**src/rtl/serial_adder_ctrl.sv**
```systemverilog
// Bit-serial adder controller.
// Adds two WIDTH-bit operands LSB-first, one bit per clock, using two
// half-adder cells and a carry flop. A requester raises start while the
// block is idle; the block reports busy for the whole operation and a
// one-cycle done pulse when sum/cout are final. The result is then held
// until the next accepted start.

// Single-bit half adder: s = x ^ y, c = x & y.
module halfadder (
    input  logic x,
    input  logic y,
    output logic s,
    output logic c
);

    assign s = x ^ y;
    assign c = x & y;

endmodule

module serial_adder_ctrl #(
    parameter int WIDTH = 8
) (
    input  logic             clk,
    input  logic             rst_n,
    input  logic             start,
    input  logic [WIDTH-1:0] a,
    input  logic [WIDTH-1:0] b,
    output logic             busy,
    output logic             done,
    output logic [WIDTH-1:0] sum,
    output logic             cout
);

    // Handshake: start is sampled only while IDLE (busy=0); the edge that
    // samples it captures a/b and starts the operation. busy is high from
    // the next cycle through the DONE cycle, and start is ignored while
    // busy. done is high for exactly one cycle (the DONE state); sum and
    // cout are final from then on and hold until the next accepted start.

    // Bit counter wide enough to hold WIDTH; it indexes the bit being
    // processed in RUN, so the last bit is the one seen at WIDTH-1.
    localparam int CNT_W = (WIDTH > 1) ? $clog2(WIDTH + 1) : 1;
    localparam logic [CNT_W-1:0] CNT_LAST = CNT_W'(WIDTH - 1);
    localparam logic [CNT_W-1:0] CNT_ONE  = CNT_W'(1);

    typedef enum logic [1:0] {
        IDLE = 2'd0,
        RUN  = 2'd1,
        DONE = 2'd2
    } state_t;

    // Current FSM state; kept as a named enum so checkers can bind to it
    // hierarchically (u_dut.state).
    state_t state;

    // Operand shift registers: bit 0 is the bit being added this cycle.
    logic [WIDTH-1:0] sa;
    logic [WIDTH-1:0] sb;
    // Carry into the current bit position.
    logic             cy;
    // Index of the bit being processed during RUN.
    logic [CNT_W-1:0] cnt;

    // Half-adder datapath nets.
    logic             p;        // propagate: sa[0] ^ sb[0]
    logic             g;        // generate:  sa[0] & sb[0]
    logic             s_bit;    // sum bit for this position
    logic             t;        // carry through the propagate path
    logic             cy_next;  // carry into the next position

    // Sum register after inserting this cycle's bit at the MSB.
    logic [WIDTH-1:0] sum_shift;

    halfadder u_ha_gen (
        .x (sa[0]),
        .y (sb[0]),
        .s (p),
        .c (g)
    );

    halfadder u_ha_carry (
        .x (p),
        .y (cy),
        .s (s_bit),
        .c (t)
    );

    assign cy_next = g | t;

    // Shift the sum right and drop the new bit in at the top; after WIDTH
    // shifts the first bit computed has walked down to position 0. Written
    // as shift-then-overwrite so it also holds for WIDTH=1.
    always_comb begin
        sum_shift            = sum >> 1;
        sum_shift[WIDTH-1]   = s_bit;
    end

    // Control FSM and all registered datapath/output state.
    always_ff @(posedge clk or negedge rst_n) begin
        if (!rst_n) begin
            state <= IDLE;
            sa    <= '0;
            sb    <= '0;
            cy    <= 1'b0;
            cnt   <= '0;
            sum   <= '0;
            cout  <= 1'b0;
            busy  <= 1'b0;
            done  <= 1'b0;
        end else begin
            case (state)
                IDLE: begin
                    done <= 1'b0;
                    busy <= 1'b0;
                    if (start) begin
                        // Capture operands; later changes on a/b are not seen.
                        sa    <= a;
                        sb    <= b;
                        cy    <= 1'b0;
                        cnt   <= '0;
                        sum   <= '0;
                        cout  <= 1'b0;
                        busy  <= 1'b1;
                        state <= RUN;
                    end
                end

                RUN: begin
                    sa  <= sa >> 1;
                    sb  <= sb >> 1;
                    cy  <= cy_next;
                    sum <= sum_shift;
                    cnt <= cnt + CNT_ONE;
                    if (cnt == CNT_LAST) begin
                        // Last bit: its carry-out is the final cout.
                        cout  <= cy_next;
                        done  <= 1'b1;
                        state <= DONE;
                    end
                end

                DONE: begin
                    // Result is final here; start is not sampled.
                    done  <= 1'b0;
                    busy  <= 1'b0;
                    state <= IDLE;
                end

                default: begin
                    done  <= 1'b0;
                    busy  <= 1'b0;
                    state <= IDLE;
                end
            endcase
        end
    end

endmodule

```
**config.mk**
```make
export PLATFORM = sky130hd
export DESIGN_NAME = serial_adder_ctrl
export DESIGN_NICKNAME = d
export VERILOG_FILES = /design/src/rtl/serial_adder_ctrl.sv
export SDC_FILE = /design/constraint.sdc
export NUM_CORES = 1
export LEC_CHECK = 0
export CAP_MARGIN = 20
export CORE_MARGIN = 4
export CORE_UTILIZATION = 46
export DETAILED_ROUTE_END_ITERATION = 10
export PLACE_DENSITY = 0.85
export SLEW_MARGIN = 20
export SYNTH_ARGS = -nofsm -noshare
export SYNTH_HDL_FRONTEND = slang
export SYNTH_HIERARCHICAL = 1
export SYNTH_SLANG_ARGS = --single-unit
```
**constraint.sdc**
```tcl
create_clock -name clk -period 1.4 [get_ports clk]
set_clock_uncertainty 0.2 [all_clocks]
set_input_delay 0.28 -clock clk [delete_from_list [all_inputs] [get_ports clk]]
set_output_delay 0.28 -clock clk [all_outputs]
set_load 0.1 [all_outputs]
```
Word-level counts from Yosys, hierarchy flattened

Cells that the tools add are included.

Add/sub/neg operators: 1
Equality and inequality tests: 4
Muxes and demuxes: 19
Bitwise gates (word level): 5
Reduce and logical (&&, ||, !) cells: 5

Operators by type and width:

| cell                  | number |
|---|---|
| $pmux W8 S2           | 3 |
| $mux W8               | 3 |
| $pmux W4 S2           | 1 |
| $pmux W1 S2           | 3 |
| $mux W1               | 5 |
| $add A4 B1 Y4 const B | 1 |
| $eq A4 B3 Y1 const B  | 1 |
| $mux W2               | 2 |
| $mux W4               | 1 |
| $ne A2 B2 Y1 const B  | 2 |
| $pmux W2 S2           | 1 |
| $reduce_and A2 Y1     | 2 |
| $reduce_and A3 Y1     | 1 |
| $and A1 B1 Y1         | 2 |
| $eq A2 B1 Y1 const B  | 1 |
| $logic_not A2 Y1      | 1 |
| $reduce_bool A2 Y1    | 1 |
| $xor A1 B1 Y1         | 2 |
| $or A1 B1 Y1          | 1 |

Register bits after elaboration: 34
Output and inout bits: 11
Logic and storage cells: 43

Longest topological paths before layout

Depth after elaboration: 5
Depth in mapped cells: 5
Depth with buffers taken out: 4

Hierarchy

Netlist, hierarchy kept.

By module, submodules not included:

| module            | instances | cells each | area an instance (um^2) |
|---|---|---|---|
| serial_adder_ctrl | 1         | 141        | 1532.7 |
| halfadder         | 2         | 1          | 12.5 |

Worst setup path before layout

OpenSTA, ideal clock, no wires.

Path type: register to register
Start: register sum[2]
End: register sum[1]
Setup time: 0.069 ns
Arrival time: 1.166 ns
Required time: 1.131 ns
Slack: -0.035 ns
Cell stages (with the launch flop): 2
Path buffers: 0
Period minus slack after synthesis: 1.435 ns
Cells stage by stage: dfrtp_1 a22o_1

Word-level cells in the longest chain between the ends: 1

Ends and longest elaborated chain:

| what                   | line | source |
|---|---|---|
| start, declared        | 31   | `output logic [WIDTH-1:0] sum,` |
| start signal, assigned | 133  | `sum <= sum_shift;` |
| $pmux W8 S2            | 112  | `case (state)` |

No other way between the ends.
A chain may end at the register's enable or synchronous reset.

Worst setup path in the final report

Start: register state[1]
End: register sa[4]

Word-level cells in the longest chain between the ends: 3

Ends and longest elaborated chain:

| what                                                                       | line | source |
|---|---|---|
| start, declared                                                            | 55   | `state_t state;` |
| start signal, assigned                                                     | 102  | `state <= IDLE;` |
| start signal, assigned                                                     | 125  | `state <= RUN;` |
| start signal, assigned                                                     | 139  | `state <= DONE;` |
| $eq A2 B1 Y1 / $logic_not A2 Y1 (equally long branches)                    | 112  |  |
| $reduce_bool A2 Y1 (no source line) / $ne A2 B2 Y1 (equally long branches) | -    |  |
| $reduce_and A2 Y1 (no source line)                                         | -    |  |
| end signal, assigned                                                       | 130  | `sa <= sa >> 1;` |
| end, declared                                                              | 58   | `logic [WIDTH-1:0] sa;` |

Several ways; a longest one is shown, not always the timed one.

==> report_table.html <==
<table>
<tr><th>Metric</th><th>Value</th></tr>
<tr><th colspan="2">Floorplan</th></tr>
<tr><td>Site Rows</td><td>20</td></tr>
<tr><td>Die Area</td><td>4380 µm²</td></tr>
<tr><td>Initial Utilization</td><td>between 40% and 50%</td></tr>
<tr><td>Floorplan die width</td><td>66.2 µm</td></tr>
<tr><td>Die height</td><td>around 66 µm</td></tr>
<tr><td>Placeable core region</td><td>roughly 3200 µm²</td></tr>
<tr><td>I/O pin count</td><td>30</td></tr>
<tr><th colspan="2">CTS</th></tr>
<tr><td>Clock root buffer</td><td>sky130_fd_sc_hd__clkbuf_4</td></tr>
<tr><td>Clock network latency to the later pin of the worst-skew pair</td><td>340 ps</td></tr>
<tr><td>Number of buffers created by CTS</td><td>5</td></tr>
<tr><td>TritonCTS clock tree</td><td>done</td></tr>
<tr><td>H-tree lvl count</td><td>2</td></tr>
<tr><td>Clock transition at the registers of the reported paths</td><td>110 ps</td></tr>
<tr><td>Max Buffers Root-to-Sink</td><td>2</td></tr>
<tr><td>Hold buffers post-CTS</td><td>0</td></tr>
<tr><td>Clock sink total</td><td>34</td></tr>
<tr><th colspan="2">Setup path</th></tr>
<tr><td>Critical R2R Capture</td><td>sa[4]</td></tr>
<tr><td>Largest driver fanout on the critical path</td><td>7</td></tr>
<tr><td>Reg-to-reg critical path startpoint</td><td>state[1]</td></tr>
<tr><td>Kind of capture point of the worst setup path</td><td>register</td></tr>
<tr><td>Worst r2r path cells</td><td>5</td></tr>
<tr><td>Startpoint kind of the worst setup timing path</td><td>register</td></tr>
<tr><td>Critical path arrival</td><td>1540 ps</td></tr>
<tr><td>Reg-to-reg setup timing slack</td><td>-80 ps</td></tr>
<tr><td>Class of the most critical setup path</td><td>reg2reg</td></tr>
<tr><td>Data required time of the worst path</td><td>roughly 1500 ps</td></tr>
<tr><th colspan="2">Synth</th></tr>
<tr><td>Total of warnings raised by yosys</td><td>6</td></tr>
<tr><td>Proportion of synthesized chip area in sequential cells</td><td>around 55%</td></tr>
<tr><td>Nets in the synthesized netlist</td><td>between 150 and 200</td></tr>
<tr><td>Synthesized-area fraction occupied by ao, oa, aoi and oai cells</td><td>between 20% and 30%</td></tr>
<tr><td>Adder-Cell Fraction of Synth Area</td><td>under 10%</td></tr>
<tr><td>Post-synthesis sequential element count</td><td>34</td></tr>
<tr><td>Netlist cell types</td><td>27</td></tr>
<tr><td>Synth Instances</td><td>143</td></tr>
<tr><td>Summed instance area of the synthesized netlist</td><td>between 1500 and 2000 µm²</td></tr>
<tr><td>Per-instance average area after synthesis</td><td>around 11 µm²</td></tr>
<tr><td>Largest family of logic cells by synthesized area</td><td>compound AO/OA/AOI/OAI gates</td></tr>
<tr><td>Post-synthesis simple-gate area fraction</td><td>around 11%</td></tr>
<tr><td>Post-synthesis share of cell area spent on xor and xnor gates</td><td>0%</td></tr>
<tr><td>Multiplexer share of the synthesized area</td><td>less than 1%</td></tr>
<tr><th colspan="2">Cells and area</th></tr>
<tr><td>Number of antenna repair diodes</td><td>0</td></tr>
<tr><td>Commonest cells after routing, fill and taps aside</td><td>sky130_fd_sc_hd__dfrtp_1, sky130_fd_sc_hd__buf_4, sky130_fd_sc_hd__clkdlybuf4s50_1</td></tr>
<tr><td>Final standard cell area without fillers</td><td>between 2000 and 2500 µm²</td></tr>
<tr><td>Most common library cell in the layout ignoring fill and taps</td><td>sky130_fd_sc_hd__dfrtp_1</td></tr>
<tr><td>Share of post-route cells with drive strength above 1</td><td>between 40 and 50%</td></tr>
<tr><td>Final-stage net count</td><td>between 200 and 250</td></tr>
<tr><td>Core Util, Final</td><td>78.3%</td></tr>
<tr><td>Synthesis-to-layout area growth</td><td>58.5%</td></tr>
<tr><th colspan="2">Routing</th></tr>
<tr><td>Number of vias per cell</td><td>between 5 and 6</td></tr>
<tr><td>Number of DRC violations after detailed-routing iteration 0</td><td>155</td></tr>
<tr><td>Routed wire length</td><td>roughly 4500 µm</td></tr>
<tr><td>DR DRC count</td><td>0</td></tr>
<tr><td>Average wire per standard cell</td><td>approximately 18 µm</td></tr>
<tr><td>First drt pass iteration count</td><td>6</td></tr>
<tr><td>Routed vias</td><td>~1,400</td></tr>
<tr><td>Antenna violation net count after detailed routing</td><td>0</td></tr>
<tr><th colspan="2">STA</th></tr>
<tr><td>Timing-limited maximum frequency</td><td>0.675 GHz</td></tr>
<tr><td>Final number of max-transition violations</td><td>0</td></tr>
<tr><td>Share of the cycle needed by the critical path after routing</td><td>106%</td></tr>
<tr><td>Slew at the pin closest to its max-slew limit</td><td>around 240 ps</td></tr>
<tr><td>Final hold slack</td><td>roughly 96 ps</td></tr>
<tr><td>Setup WS post-layout</td><td>-81.1 ps</td></tr>
<tr><td># setup viols final</td><td>24</td></tr>
<tr><td>RSZ-0062 raised after global routing</td><td>true</td></tr>
<tr><td>Final critical delay including setup and external delays</td><td>1480 ps</td></tr>
<tr><td>Number of hold violations in the final report</td><td>0</td></tr>
<tr><td>Normalized max-slew margin</td><td>between 80% and 90%</td></tr>
<tr><th colspan="2">Power and ir drop</th></tr>
<tr><td>Maximum ir drop on the vdd rail</td><td>2130 µV</td></tr>
<tr><td>Total power per unit cell area</td><td>around 2400 nW/µm²</td></tr>
<tr><td>Leakage power</td><td>about 1.1 nW</td></tr>
<tr><td>Total power draw</td><td>between 5 and 6 mW</td></tr>
<tr><th colspan="2">GRT</th></tr>
<tr><td>Maximum number of pins on one net before global-route repair</td><td>35</td></tr>
<tr><td>Total grt overflow</td><td>0</td></tr>
<tr><td>Total global routing track utilization</td><td>about a fifth</td></tr>
<tr><td>Number of global-route vias before repair</td><td>1,473</td></tr>
<tr><td>Global-route wire length before repair</td><td>between 6000 and 7000 µm</td></tr>
<tr><td>Initial antenna violation count</td><td>0</td></tr>
<tr><th colspan="2">Place</th></tr>
<tr><td>Post-Place Cell Area</td><td>~2100 µm²</td></tr>
<tr><td>Global placement routability congestion</td><td>slightly below 0.8</td></tr>
<tr><td>Setup Slack @ Placement</td><td>-318 ps</td></tr>
<tr><td>Detailed placer's ending HPWL</td><td>approximately 2600 µm</td></tr>
<tr><td>Number of port buffers</td><td>29</td></tr>
<tr><th colspan="2">Min path</th></tr>
<tr><td>Hold WC Path Type</td><td>in2async</td></tr>
<tr><th colspan="2">Run status</th></tr>
<tr><td>Run status</td><td>finished with violations</td></tr>
<tr><td>Violations in the final reports</td><td>negative setup slack</td></tr>
<tr><th colspan="2">Flow run</th></tr>
<tr><td>Number of max-cap violations</td><td>0</td></tr>
</table>
## flip-flops by register name, indices dropped and copies added (netlist names)
name / count
busy: 1
cnt: 4
cout: 1
cy: 1
done: 1
sa: 8
sb: 8
state: 2
sum: 8
## metrics by stage
stage               setup TNS (ps)  cells
detailed placement           -7810    223
floorplan                     -210    143
global route                 -1640    250
global placement             -6610    223
finish                        -746    250
CTS                           -712    245
## worst max-delay path, cell delays in order, from the launching register on
cell	delay, ps
sky130_fd_sc_hd__dfrtp_2	470
sky130_fd_sc_hd__buf_6	130
sky130_fd_sc_hd__and2b_1	230
sky130_fd_sc_hd__buf_6	160
sky130_fd_sc_hd__a21oi_2	60
sky130_fd_sc_hd__o21ai_1	160
## cell families (layout without fill, tap and decap cells)
group                      after synthesis  in the layout
AOI/OAI and AO/OA                       61             61
adders and majority gates                3              3
buffers and inverters                   13             76
DFF                                     34             34
muxes                                    1              1
and+or+nand+nor                         31             31
## cell usage after synthesis
master	number	area, µm²
sky130_fd_sc_hd__nand3_1	1	5.00
sky130_fd_sc_hd__o21ai_0	14	70.1
sky130_fd_sc_hd__nor3b_1	1	7.51
sky130_fd_sc_hd__a22o_1	9	78.8
sky130_fd_sc_hd__dfrtp_1	34	851
sky130_fd_sc_hd__nand2_1	10	37.5
sky130_fd_sc_hd__a22oi_1	14	105
sky130_fd_sc_hd__and3_1	1	6.26
sky130_fd_sc_hd__o21bai_4	1	18.8
sky130_fd_sc_hd__o21ai_1	5	25.0
sky130_fd_sc_hd__nor2_1	1	3.75
sky130_fd_sc_hd__clkbuf_1	2	7.51
sky130_fd_sc_hd__mux2_2	1	11.3
sky130_fd_sc_hd__nand3b_1	1	7.51
sky130_fd_sc_hd__buf_6	4	45.0
sky130_fd_sc_hd__inv_1	2	7.51
sky130_fd_sc_hd__and2b_1	3	22.5
sky130_fd_sc_hd__buf_2	4	20.0
sky130_fd_sc_hd__and2_1	1	6.26
sky130_fd_sc_hd__a21oi_1	15	75.1
sky130_fd_sc_hd__ha_1	3	37.5
sky130_fd_sc_hd__nor2b_1	11	68.8
sky130_fd_sc_hd__a211oi_2	1	12.5
sky130_fd_sc_hd__nand4_1	1	6.26
sky130_fd_sc_hd__buf_4	1	7.51
sky130_fd_sc_hd__o22ai_1	1	6.26
sky130_fd_sc_hd__o21a_1	1	7.51
## timing repair
item                                    CTS  global route
endpoints found under the setup margin   33            42
cloned                                    1             0
buffers inserted                         13             5
resized for setup                        30            25
pin swaps                                 5             8
## worst max path at each step
| stage | from | end | slack, ps |
|---|---|---|---|
| 2_1_floorplan | sum[2] | sum[1] | -40 |
| 4_1_cts | sb[0] | sum[7] | -80 |
| 5_1_grt | sb[0] | sum[7] | -110 |
| 3_3_place_gp | start | sa[0] | -260 |
| 6_report | state[1] | sa[4] | -80 |
| 3_5_place_dp | start | sa[1] | -320 |
## layer usage
metal  GRT usage, %  vias to the layer above  share of wire [%]
met5              0                        -                  0
met4           9.90                        0                2.8
met3           3.74                       12                4.0
met2           36.4                       60                 54
met1           24.1                      709                 39
li1               -                      639                  -
## final cells by class
type / instances / area, µm²
Clock buffer: 7 / 55.1
Fill cell: 198 / 684
Inverter: 2 / 7.51
Sequential cell: 34 / 857
Timing Repair Buffer: 66 / 741
Tap cell: 44 / 55.1
Clock inverter: 1 / 5.00
Multi-Input combinational cell: 96 / 748
## where the power goes
part | internal (mW) | total (mW) | leakage (nW) | switching (mW)
registers | 1.36 | 1.73 | 0.440 | 0.371
logic | 1.71 | 3.68 | 0.595 | 1.97
clock network | 0.243 | 0.575 | 0.0353 | 0.331
total | 3.31 | 5.99 | 1.07 | 2.67
Note: power is estimated with default switching activity, not from simulation.
